## src/rtl/muon_lifetime_ctrl.sv

```systemverilog
// muon_lifetime_ctrl: start/stop lifetime sequencer with timeout, dead time and event counts; MUON_HOLDOFF_EN adds stop holdoff
module muon_lifetime_ctrl #(
  parameter int TICK_DIV = 10,
  parameter int WINDOW_TICKS = 200,
  parameter int DEAD_TICKS = 50,
  parameter int COUNT_W = 16,
  parameter int HOLDOFF_TICKS = 2
) (
  input  logic clk,
  input  logic rst,
  input  logic enable,
  input  logic start_pulse,
  input  logic stop_pulse,
  input  logic clear_counts,
  output logic [COUNT_W-1:0] lifetime,
  output logic lifetime_valid,
  input  logic lifetime_ready,
  output logic [COUNT_W-1:0] decay_cnt,
  output logic [COUNT_W-1:0] timeout_cnt,
  output logic busy
);
  localparam int MAXT = (WINDOW_TICKS > DEAD_TICKS) ? WINDOW_TICKS : DEAD_TICKS;
  localparam int TW = (MAXT > 1) ? $clog2(MAXT) : 1;
  localparam int PW = (TICK_DIV > 1) ? $clog2(TICK_DIV) : 1;
  typedef enum logic [1:0] {IDLE, MEASURE, REPORT, DEAD} state_t;
  state_t state;
  logic [PW-1:0] prescaler;
  logic [TW-1:0] tick_cnt;
  logic tick, stop_ok, timeout_hit, dead_done, inc_decay, inc_timeout;
  assign tick = prescaler == PW'(TICK_DIV - 1);
`ifdef MUON_HOLDOFF_EN
  assign stop_ok = stop_pulse && int'(tick_cnt) >= HOLDOFF_TICKS;
`else
  localparam int unused_holdoff = HOLDOFF_TICKS;
  assign stop_ok = stop_pulse;
`endif
  assign timeout_hit = state == MEASURE && tick && tick_cnt == TW'(WINDOW_TICKS - 1) && !stop_ok;
  assign dead_done = DEAD_TICKS == 0 || (tick && tick_cnt == TW'(DEAD_TICKS - 1));
  assign inc_decay = enable && state == REPORT && lifetime_ready;
  assign inc_timeout = enable && timeout_hit;
  // Sequencer: arm, time the interval, hand off the result, then sit out the dead time
  always_ff @(posedge clk or posedge rst) begin
    if (rst) begin
      state <= IDLE;
      prescaler <= '0;
      tick_cnt <= '0;
      lifetime <= '0;
      lifetime_valid <= 1'b0;
      busy <= 1'b0;
    end else if (!enable) begin
      state <= IDLE;
      lifetime_valid <= 1'b0;
      busy <= 1'b0;
    end else begin
      case (state)
        IDLE: if (start_pulse) begin
          state <= MEASURE;
          prescaler <= '0;
          tick_cnt <= '0;
          busy <= 1'b1;
        end
        MEASURE: if (stop_ok) begin
          lifetime <= COUNT_W'(tick_cnt);
          lifetime_valid <= 1'b1;
          state <= REPORT;
        end else if (timeout_hit) begin
          state <= DEAD;
          prescaler <= '0;
          tick_cnt <= '0;
        end else begin
          prescaler <= tick ? '0 : prescaler + 1'b1;
          tick_cnt <= tick ? tick_cnt + 1'b1 : tick_cnt;
        end
        REPORT: if (lifetime_ready) begin
          lifetime_valid <= 1'b0;
          state <= DEAD;
          prescaler <= '0;
          tick_cnt <= '0;
        end
        DEAD: if (dead_done) begin
          state <= IDLE;
          busy <= 1'b0;
        end else begin
          prescaler <= tick ? '0 : prescaler + 1'b1;
          tick_cnt <= tick ? tick_cnt + 1'b1 : tick_cnt;
        end
        default: state <= IDLE;
      endcase
    end
  end
  // Saturating event counters; clear beats a same-cycle increment
  always_ff @(posedge clk or posedge rst) begin
    if (rst) begin
      decay_cnt <= '0;
      timeout_cnt <= '0;
    end else if (clear_counts) begin
      decay_cnt <= '0;
      timeout_cnt <= '0;
    end else begin
      decay_cnt <= (inc_decay && decay_cnt != '1) ? decay_cnt + 1'b1 : decay_cnt;
      timeout_cnt <= (inc_timeout && timeout_cnt != '1) ? timeout_cnt + 1'b1 : timeout_cnt;
    end
  end
endmodule
```

## config.mk

```make
export PLATFORM = sky130hd
export DESIGN_NAME = muon_lifetime_ctrl
export DESIGN_NICKNAME = d
export VERILOG_FILES = /design/src/rtl/muon_lifetime_ctrl.sv
export SDC_FILE = /design/constraint.sdc
export NUM_CORES = 1
export LEC_CHECK = 0
export CORE_MARGIN = 3
export CORE_UTILIZATION = 50
export DETAILED_ROUTE_END_ITERATION = 10
export GPL_ROUTABILITY_DRIVEN = 0
export GPL_TIMING_DRIVEN = 0
export PLACE_DENSITY = 0.81
export RECOVER_POWER = 25
export SYNTH_ARGS = -nofsm -noshare
export SYNTH_HDL_FRONTEND = slang
export SYNTH_SLANG_ARGS = --single-unit
```

## constraint.sdc

```tcl
create_clock -name clk -period 3.07 [get_ports clk]
set_input_delay 0.4605 -clock clk [delete_from_list [all_inputs] [get_ports clk]]
set_output_delay 0.4605 -clock clk [all_outputs]
set_load 0.02 [all_outputs]
```

==> results.json <==
{
  "timing.rr.end": "prescaler[3]",
  "post-route-period-util_pct": 79.79,
  "die_area_um2": 7950,
  "tritoncts": "yes",
  "hp-class": "reg2reg",
  "cts.sink_count": 56,
  "finClkSkew_ns": 0.009817,
  "grt_usage_pct": 22.33,
  "hold_buffers": 0,
  "dp_hpwl_um": 6040,
  "final-setup-viol-count": 0,
  "worst_slew_pin_slew_ns": 0.8738,
  "overflow": 0,
  "synth_edf_count": 0,
  "vias": 3183,
  "crit_buf_inv": 4,
  "core_um2": 6531,
  "reg2reg_from": "state[0]",
  "worstPathMaxFanout": 10,
  "cpPeakStageDelay_ns": 0.44,
  "r2r_slack_ns": 0.62,
  "worstPathArrival_ns": 2.68,
  "synth-seq-area-share_pct": 40.52,
  "synth-seq-cells": 56,
  "wl_um": 8341,
  "slowest_stage": "dfrtp_1",
  "die_w_um": 89.17,
  "maxCapViolations": 0,
  "drtPass1Iterations": 5,
  "io_buffers": 47,
  "postLayoutCoreUtil_pct": 63.75,
  "drc": 0,
  "clockBufferDepth": 2,
  "nFillCells": 548,
  "worstSetupEndpointType": "register",
  "ys.warnings.count": 0,
  "min_to": "lifetime[5]",
  "start_util_pct": 52.95,
  "path_class": "reg2reg",
  "hp-start": "lifetime[5]",
  "cts.reportedPaths.clkPinSlew_ns": 0.10,
  "period_minus_slack_ns": 2.449,
  "die_height_um": 89.17,
  "vdd_drop_max_mv": 0.2318,
  "final_hold_viol_count": 0,
  "required_ns": 3.30,
  "clock.fmax_mhz": 408.3,
  "powerDensity_nw_per_um2": 425.1,
  "slew_headroom_pct": 41.68,
  "drive_above_1_share_pct": 12.21,
  "path_delay_family": "buffers and inverters",
  "antennaDiodeCount": 0,
  "worstSkewPairLatency_ns": 0.31,
  "reg2regPathDepth": 8,
  "grt_pass1_vias": 2982,
  "post-cts-setup-buffers": 0,
  "grt_pass1_wl_um": 14290,
  "post_synth_num_cell_types": 50,
  "rows": 29,
  "drt-wirelength-per-cell_um": 16.58,
  "antenna_found_initial": 0,
  "grt_max_degree": 35,
  "cts_made_buffers": 5,
  "post_cts_resize_count": 0,
  "synth_async_sr_flop_share_pct": 100.0,
  "io_pins": 57,
  "finalMaxSlewViolations": 0,
  "outcome": "completed",
  "syn_inst": 363,
  "root_buffer": "clkbuf_8",
  "syn_avg_cell_area_um2": 9.527,
  "holdPathStages": 2,
  "path_cells": "inv_1 -> ha_1 -> inv_1 -> o2111ai_1 -> clkbuf_1 -> clkbuf_1 -> a21oi_1 -> o221ai_1",
  "start_kind": "register",
  "drtAntennaViolNets": 0,
  "synthFlopType": "dfrtp_1",
  "drt_iter0_drc": 236,
  "setup-tns-final_ns": 0,
  "avgViaCountPerCell": 6.328,
  "grt_setup_unrepaired": "false",
  "leakagePower_nw": 1.669,
  "syn_to_final_growth_pct": 20.41,
  "fin_nets": 442,
  "ctsHtreeMaxLevel": 2,
  "syn_area_um2": 3458
}
power by group:
group	switching, W	total, W	internal (W)
logic	0.000279	0.000456	0.000177
registers	0.0000461	0.000831	0.000785
clock network	0.000241	0.000483	0.000243
flip-flops by register name, indices dropped and copies added, names as in the netlist:
register / cells
lifetime_valid: 1
tick_cnt: 8
prescaler: 4
busy: 1
timeout_cnt: 16
lifetime: 8
state: 2
decay_cnt: 16
cell families (layout without fill, tap and decap cells):
| group | Yosys count | after routing | synth area share [%] |
|---|---|---|---|
| AO/OA/AOI/OAI | 91 | 91 | 16.75 |
| adder cells (fa/ha/maj) | 10 | 10 | 3.618 |
| buffers and inverters | 46 | 102 | 7.670 |
| flip-flops | 56 | 56 | 40.52 |
| multiplexers | 12 | 12 | 3.871 |
| other | 1 | 8 | 0.1084 |
| AND/OR/NAND/NOR | 147 | 147 | 27.46 |
per-layer routing:
metal  vias up  global-route usage, %  wire length, um
met5         -                      0                0
met4         0                  5.819              121
met3        13                  3.318              317
met2        84                  38.04             4176
met1      1578                  29.81             3725
li1       1508                      -                -
cell usage after synthesis, types with 3 or more instances:
library cell | instances | area, um^2
o41ai_1 | 6 | 52.55
a21oi_1 | 37 | 185.2
nor3_1 | 3 | 15.01
buf_4 | 8 | 60.06
dfrtp_1 | 56 | 1401
buf_2 | 8 | 40.04
nor4_1 | 3 | 18.77
and4_1 | 6 | 52.55
ha_1 | 10 | 125.1
inv_1 | 13 | 48.80
nor2b_1 | 6 | 37.54
nand2b_1 | 3 | 18.77
and3b_1 | 4 | 35.03
o31ai_1 | 24 | 180.2
and4_4 | 3 | 33.78
buf_6 | 7 | 78.83
nor2_1 | 10 | 37.54
nand2_1 | 19 | 71.32
nand4_1 | 12 | 75.07
and3_1 | 8 | 50.05
or4_1 | 28 | 210.2
mux2_2 | 11 | 123.9
nand3_1 | 18 | 90.09
or3_1 | 6 | 37.54
o21ai_0 | 12 | 60.06
clkbuf_1 | 10 | 37.54
layout by cell type (no fill, tap or decap), types with 3 or more instances in the layout:
master | netlist | final
and4_1 | 6 | 6
buf_4 | 8 | 8
buf_2 | 8 | 8
ha_1 | 10 | 10
o21ai_0 | 12 | 12
nand2_1 | 19 | 19
and3_1 | 8 | 8
and3b_1 | 4 | 4
nor2b_1 | 6 | 6
conb_1 | 1 | 8
o41ai_1 | 6 | 6
nand3_1 | 18 | 18
o31ai_1 | 24 | 24
nand4_1 | 12 | 12
inv_1 | 13 | 13
nor2_1 | 10 | 10
or4_1 | 28 | 28
mux2_2 | 11 | 11
a21oi_1 | 37 | 37
nor3_1 | 3 | 3
clkdlybuf4s50_1 | 0 | 46
nand2b_1 | 3 | 3
and4_4 | 3 | 3
clkbuf_1 | 10 | 11
clkbuf_8 | 0 | 5
buf_6 | 7 | 7
or3_1 | 6 | 6
dfrtp_1 | 56 | 56
nor4_1 | 3 | 3
final cells by class:
cell class	instances	area [um^2]	area share (%)
clock buffer	6	72.57	1.743
buffer	33	216.5	5.198
tap	77	96.34	2.314
inverter	13	48.80	1.172
timing repair buffer	48	475.5	11.42
clock inverter	2	35.03	0.8413
sequential	56	1401	33.65
multi-input combinational	268	1818	43.66
worst max path at each step:
stage | to | cells after the start | start
floorplan | timeout_cnt[9] | 7 | timeout_cnt[0]
global placement | timeout_cnt[7] | 2 | rst
detailed placement | timeout_cnt[9] | 6 | enable
CTS | prescaler[3] | 8 | state[0]
global route | prescaler[3] | 8 | state[0]
finish | prescaler[3] | 8 | state[0]
worst register-to-register path, stage by stage (launching register included):
cell and delay (ns):
dfrtp_1 0.44, inv_1 0.12, ha_1 0.22, inv_1 0.09, o2111ai_1 0.31, clkbuf_1 0.36, clkbuf_1 0.43, a21oi_1 0.18
o221ai_1 0.22
through the flow:
stage	hold slack, ns	power, W	setup WS, ns	instance area [um^2]	std cells
final	0.5005	0.001770	0.6205	4164	503
after global routing	0.5428	0.001877	0.4009	4164	503
after CTS	0.5054	0.001787	0.6106	4179	503
after detailed placement	0.4802	0.001302	0.3966	4071	495
after global placement	0.4781	0.001280	0.1749	4051	494
after floorplan	0.5183	0.001164	0.9623	3485	370
(Power assumes the default switching activity.)
